<file path="src/rtl/matrix_frame_parser_pkg.sv">
// Shared character codes, parser state encoding and default geometry for the
// ASCII matrix frame parser.
package matrix_frame_parser_pkg;

   localparam logic [7:0] SPACE = 8'h20;
   localparam logic [7:0] CR    = 8'h0D;
   localparam logic [7:0] LF    = 8'h0A;
   localparam logic [7:0] ZERO  = 8'h30;
   localparam logic [7:0] NINE  = 8'h39;

   localparam int MAX_DIM_DEFAULT = 5;

   typedef enum logic [1:0] {
      S_M    = 2'd0,
      S_N    = 2'd1,
      S_ELEM = 2'd2,
      S_ERR  = 2'd3
   } state_t;

endpackage

</file>
<file path="src/rtl/matrix_frame_parser_dec_accum.sv">
// Decimal token accumulator: digit detect, saturating acc*10+digit, and a
// pending flag that stays set while a token has at least one digit.
module dec_accum
   import matrix_frame_parser_pkg::*;
#(
   parameter int DATA_W = 8
)(
   input  logic              clk,
   input  logic              rst,
   input  logic [7:0]        rx_data,
   input  logic              rx_valid,
   output logic              is_digit,
   output logic [DATA_W-1:0] acc,
   output logic              pending
);

   localparam int WIDE_W = DATA_W + 4;

   logic [DATA_W-1:0] acc_reg, acc_next;
   logic              pending_reg, pending_next;
   logic [WIDE_W-1:0] mac;

   assign is_digit = (rx_data >= ZERO) && (rx_data <= NINE);

   // Four spare bits hold (2^DATA_W-1)*10+9 without wrapping.
   assign mac = (WIDE_W'(acc_reg) * WIDE_W'(10)) + WIDE_W'(rx_data[3:0]);

   always_comb begin
      acc_next     = acc_reg;
      pending_next = pending_reg;
      if (rx_valid) begin
         if (is_digit) begin
            pending_next = 1'b1;
            acc_next     = (|mac[WIDE_W-1:DATA_W]) ? '1 : mac[DATA_W-1:0];
         end else if (rx_data != LF) begin
            // Any other byte ends the token; the top consumes acc this cycle.
            pending_next = 1'b0;
            acc_next     = '0;
         end
      end
   end

   always_ff @(posedge clk) begin
      if (rst) begin
         acc_reg     <= '0;
         pending_reg <= 1'b0;
      end else begin
         acc_reg     <= acc_next;
         pending_reg <= pending_next;
      end
   end

   assign acc     = acc_reg;
   assign pending = pending_reg;

endmodule

</file>
<file path="src/rtl/matrix_frame_parser.sv">
// ASCII "M N e0 .. ek CR [LF]" frame parser emitting row-major element writes.
// Optional range checking of dimensions/elements: define PARSER_RANGE_CHECK_EN.
module matrix_frame_parser
   import matrix_frame_parser_pkg::*;
#(
   parameter int MAX_DIM  = MAX_DIM_DEFAULT,
   parameter int DATA_W   = 8,
   parameter int ELEM_MAX = 9
)(
   input  logic              clk,
   input  logic              rst,
   input  logic [7:0]        rx_data,
   input  logic              rx_valid,
   output logic [2:0]        dim_m,
   output logic [2:0]        dim_n,
   output logic              elem_we,
   output logic [4:0]        elem_idx,
   output logic [DATA_W-1:0] elem_data,
   output logic              frame_done,
   output logic              frame_err,
   output logic              busy
);

   if (MAX_DIM < 1 || MAX_DIM > 7) begin : g_max_dim_guard
      $error("MAX_DIM must fit the 3-bit dimension outputs");
   end
   if (ELEM_MAX < 0 || ELEM_MAX >= (1 << DATA_W)) begin : g_elem_max_guard
      $error("ELEM_MAX must be representable in DATA_W bits");
   end

   state_t            state_reg, state_next;
   logic [5:0]        count_reg, count_next;
   logic [2:0]        dim_m_reg, dim_m_next;
   logic [2:0]        dim_n_reg, dim_n_next;
   logic              elem_we_reg, elem_we_next;
   logic [4:0]        elem_idx_reg, elem_idx_next;
   logic [DATA_W-1:0] elem_data_reg, elem_data_next;
   logic              frame_done_reg, frame_done_next;
   logic              frame_err_reg, frame_err_next;

   logic              is_digit, pending;
   logic [DATA_W-1:0] acc;
   logic              is_space, is_cr, is_lf, is_other;
   logic              dim_bad, elem_bad;
   logic [5:0]        total, count_inc, count_after;
   logic              token_ok;

   dec_accum #(
      .DATA_W   (DATA_W)
   ) u_dec_accum (
      .clk      (clk),
      .rst      (rst),
      .rx_data  (rx_data),
      .rx_valid (rx_valid),
      .is_digit (is_digit),
      .acc      (acc),
      .pending  (pending)
   );

   assign is_space  = (rx_data == SPACE);
   assign is_cr     = (rx_data == CR);
   assign is_lf     = (rx_data == LF);
   assign is_other  = !(is_digit || is_space || is_cr || is_lf);
   assign total     = {3'b000, dim_m_reg} * {3'b000, dim_n_reg};
   assign count_inc = count_reg + 6'd1;

`ifdef PARSER_RANGE_CHECK_EN
   assign dim_bad  = (acc == '0) || (acc > DATA_W'(MAX_DIM));
   assign elem_bad = (acc > DATA_W'(ELEM_MAX));
`else
   // Dimensions keep only their low three bits; a zero result is still illegal.
   assign dim_bad  = (acc[2:0] == 3'd0);
   assign elem_bad = 1'b0;
`endif

   always_comb begin
      state_next      = state_reg;
      count_next      = count_reg;
      dim_m_next      = dim_m_reg;
      dim_n_next      = dim_n_reg;
      elem_we_next    = 1'b0;
      elem_idx_next   = elem_idx_reg;
      elem_data_next  = elem_data_reg;
      frame_done_next = 1'b0;
      frame_err_next  = 1'b0;
      token_ok        = 1'b1;
      count_after     = count_reg;

      if (rx_valid && !is_lf) begin
         case (state_reg)
            S_M, S_N: begin
               if (is_cr) begin
                  frame_err_next = 1'b1;
                  state_next     = S_M;
               end else if (is_other) begin
                  frame_err_next = 1'b1;
                  state_next     = S_ERR;
               end else if (is_space && pending) begin
                  if (dim_bad) begin
                     frame_err_next = 1'b1;
                     state_next     = S_ERR;
                  end else if (state_reg == S_M) begin
                     dim_m_next = acc[2:0];
                     state_next = S_N;
                  end else begin
                     dim_n_next = acc[2:0];
                     count_next = 6'd0;
                     state_next = S_ELEM;
                  end
               end
            end

            S_ELEM: begin
               if (is_other) begin
                  frame_err_next = 1'b1;
                  state_next     = S_ERR;
               end else if (is_space || is_cr) begin
                  if (pending) begin
                     if ((count_reg == total) || elem_bad) begin
                        token_ok = 1'b0;
                     end else begin
                        elem_we_next   = 1'b1;
                        elem_idx_next  = count_reg[4:0];
                        elem_data_next = acc;
                        count_after    = count_inc;
                     end
                  end
                  count_next = count_after;
                  // A rejected token on CR already closes the frame, so skip S_ERR.
                  if (!token_ok) begin
                     frame_err_next = 1'b1;
                     state_next     = is_cr ? S_M : S_ERR;
                  end else if (is_cr) begin
                     if (count_after == total) begin
                        frame_done_next = 1'b1;
                     end else begin
                        frame_err_next = 1'b1;
                     end
                     state_next = S_M;
                  end
               end
            end

            S_ERR: begin
               if (is_cr) begin
                  state_next = S_M;
               end
            end

            default: begin
               state_next = S_M;
            end
         endcase
      end
   end

   always_ff @(posedge clk) begin
      if (rst) begin
         state_reg      <= S_M;
         count_reg      <= '0;
         dim_m_reg      <= '0;
         dim_n_reg      <= '0;
         elem_we_reg    <= 1'b0;
         elem_idx_reg   <= '0;
         elem_data_reg  <= '0;
         frame_done_reg <= 1'b0;
         frame_err_reg  <= 1'b0;
      end else begin
         state_reg      <= state_next;
         count_reg      <= count_next;
         dim_m_reg      <= dim_m_next;
         dim_n_reg      <= dim_n_next;
         elem_we_reg    <= elem_we_next;
         elem_idx_reg   <= elem_idx_next;
         elem_data_reg  <= elem_data_next;
         frame_done_reg <= frame_done_next;
         frame_err_reg  <= frame_err_next;
      end
   end

   assign dim_m      = dim_m_reg;
   assign dim_n      = dim_n_reg;
   assign elem_we    = elem_we_reg;
   assign elem_idx   = elem_idx_reg;
   assign elem_data  = elem_data_reg;
   assign frame_done = frame_done_reg;
   assign frame_err  = frame_err_reg;
   assign busy       = (state_reg != S_M) || pending;

endmodule

</file>
<file path="config.mk">
export PLATFORM = sky130hd
export DESIGN_NAME = matrix_frame_parser
export DESIGN_NICKNAME = d
export VERILOG_FILES = /design/src/rtl/matrix_frame_parser_pkg.sv /design/src/rtl/matrix_frame_parser_dec_accum.sv /design/src/rtl/matrix_frame_parser.sv
export SDC_FILE = /design/constraint.sdc
export NUM_CORES = 1
export LEC_CHECK = 0
export ABC_AREA = 1
export CORE_MARGIN = 10
export CORE_UTILIZATION = 60
export DETAILED_ROUTE_END_ITERATION = 10
export GPL_TIMING_DRIVEN = 0
export PLACE_DENSITY = 0.85
export REMOVE_ABC_BUFFERS = 1
export SYNTH_ARGS = -nofsm -noshare
export SYNTH_HDL_FRONTEND = slang
export SYNTH_SLANG_ARGS = --single-unit
export TNS_END_PERCENT = 100
</file>
<file path="constraint.sdc">
create_clock -name clk -period 8.4 [get_ports clk]
set_clock_uncertainty 0.15 [all_clocks]
set_input_delay 2.1 -clock clk [delete_from_list [all_inputs] [get_ports clk]]
set_output_delay 2.1 -clock clk [all_outputs]
set_load 0.05 [all_outputs]
</file>
==> reports/qor.csv <==
metric,value,unit
number of diodes,0,
CTS tree,done,
fraction of registers with async set/reset,0,%
most used standard cell by instance count after synthesis,nand2_1,
"Distinct cells, synth",40,
cell depth of the worst min-delay path,2,
overflow left after global routing,0,
Synth area leaders,"dfxtp_1 (27%), nand2_1 (11%), ha_1 (9.2%)",
Final GP Congestion,0.893,
run status,completed,
total setup violations reported at the end of the flow,0,
Synth Area in Compound Gates,14.8,%
Die Outline Area,7890,um2
"Hold-fix buffers, CTS",0,
DR pass1 iterations,5,
instance count of the mapped netlist,405,
Max Freq,0.224,GHz
area of the mapped netlist,2840,um2
Clock H-tree levels,2,
total count of max-transition violations in the final report,0,
endpoint required time on the critical path,6.15,ns
fraction of layout instances using a drive strength above 1,8.70,%
Seq cells post-synth,39,
Die W,88.8,um
number of failing hold endpoints at the final stage,0,
antenna-violating nets left,0,
Post-Syn Area per Cell,7.02,um2
combinational family with the most area after synthesis,simple AND/OR/NAND/NOR gates,
ys flop type,dfxtp_1,
post-CTS setup-driven buffer insertion count,0,
VDD IR-drop max,0.0854,mV
post-place setup slack,3.74,ns
routed vias,2685,
Routed WL per cell,12.7,um
reg2reg setup slack,5.00,ns
area grow syn2layout,15.3,%
GRT Total Usage,17.5,%
standby leakage power,1.60,nW
count of flip-flops with a built-in enable after synthesis,0,
crit-path max FO,14,
slew at the pin closest to its max-slew limit,0.735,ns
data arrival time of the worst path,2.22,ns
Crit. End Element,output pin,
total clock sinks,39,
Final Critical Period,4.47,ns
via count of the first global-routing pass,2506,
area share of the largest cell type after synthesis,27.5,%
DRT iter0 DRCs,160,
pwr/cell area,109,nW/um2
area share of fa/ha/maj cells after synthesis,12.1,%
HPWL reported at the end of detailed placement,4890,um
DRC Markers,0,
type of the setup path with the least slack,reg -> out,
Pwr Total,0.357,mW
Register-to-Register Path Depth,18,
most numerous cell types in the synthesized netlist,"nand2_1 (81), inv_1 (64), a21oi_1 (42)",
max capacitance violation total,0,
clock buffer count from CTS,5,
"area leader, netlist",dfxtp_1,
FILL cells,364,
fraction of the yosys area taken by sequential cells,27.5,%
first-pass GRT wire length,11200,um
XOR/XNOR share of the synthesized area,3.34,%
final worst path period share,53.2,%
clock transition at the registers of the reported paths,0.08,ns
share of cell area taken by muxes after synthesis,0,%
starting utilization of the core area,63.6,%
unrepaired setup endpoints after global routing,false,
"post-synthesis share of cell area spent on and, or, nand and nor gates",30.9,%
relative slew slack,50.9,%
boundary pin count,34,
via density per instance,5.49,
net total in the final layout,472,
Inst Count DP,481,
CP startpoint kind,flip-flop,
library cell used as clock root buffer,clkbuf_8,
Placeable Area,4470,um2
PortBufs,33,
total number of yosys warnings,0,
height of the die,88.8,um
setup tns final,0,ns
clock network latency to the later pin of the worst-skew pair,0.30,ns
initial antenna violation count,0,
Resize count post-CTS,0,
maximum number of buffers from clock root to sink,2,
fin worst setup slack,3.93,ns
Std-Cell Rows,24,
Min-Delay Path Class,reg -> reg,
Total Routed Length,6220,um
maximum number of pins on one net before global-route repair,28,
non-filler instance count after layout,489,
==> path summary, 6_finish.rpt <==
path,start,to
worst max-delay path,u_dec_accum.pending,busy
worst min-delay path,elem_idx[4],elem_idx[4]
worst max register to register,dim_m[1],frame_err
worst min register to register,elem_idx[4],elem_idx[4]
==> per-stage QoR <==
| step | util, % | cell area (um2) | hold WS, ns |
|---|---|---|---|
| after floorplan | - | 2790 | 0.308 |
| after global placement | 71.1 | 3180 | 0.282 |
| after detailed placement | 71.1 | 3180 | 0.287 |
| after CTS | 73.3 | 3280 | 0.299 |
| after global routing | 73.3 | 3280 | 0.320 |
| final | 73.3 | 3280 | 0.295 |
==> worst max-delay path, stage by stage (launching register included) <==
cell and delay (ns):
dfxtp_1 0.80, inv_1 0.20, nand2_1 0.11, clkdlybuf4s50_1 0.80
==> kinds of logic (layout without fill, tap and decap cells) <==
group,Yosys count,in the layout
xor gates and xnor gates,10,10
buffers and inverters,80,112
and+or+nand+nor,175,175
DFF,39,39
adders and majority gates,25,25
AOI/OAI and AO/OA,76,76
==> layer usage <==
| layer | wire, um | share of wire, % | vias up | global-route usage [%] |
|---|---|---|---|---|
| li1 | - | - | 1383 | - |
| met1 | 2750 | 44 | 1209 | 21.1 |
| met2 | 3010 | 48 | 84 | 29.8 |
| met3 | 354 | 5.7 | 9 | 2.85 |
| met4 | 106 | 1.7 | 0 | 7.78 |
| met5 | 0 | 0 | - | 0 |
==> cells in the final DEF, fill, tap and decap left out, types with 4 or more instances in the layout <==
cell type         n
nand2_2           4
ha_1             21
clkdlybuf4s50_1  33
xor2_1            5
dfxtp_1          39
fa_1              4
clkbuf_8          6
nor3_1           10
inv_1            64
o21ai_0          19
a21oi_1          42
nand4_1           7
nand3_1          31
nand2_1          81
inv_2             5
nor2_1           22
xnor2_1           4
o21ai_1           7
==> layout make-up <==
type,count,area [um2],area share (%)
Clock buffer,6,82.6,2.52
Clock inverter,2,16.3,0.496
Inverter,71,267,8.13
Multi-Input combinational cell,286,1740,53.0
Sequential cell,39,781,23.8
Tap cell,52,65.1,1.98
Timing Repair Buffer,33,330,10.1
==> report_power, final <==
group / internal, mW / switching, mW / total, mW / leakage (nW)
registers: 0.186 / 0.00144 / 0.187 / 0.315
logic: 0.0120 / 0.0199 / 0.0319 / 1.24
clock network: 0.0670 / 0.0707 / 0.138 / 0.0474
No activity file was read; power rests on OpenSTA's default activity.
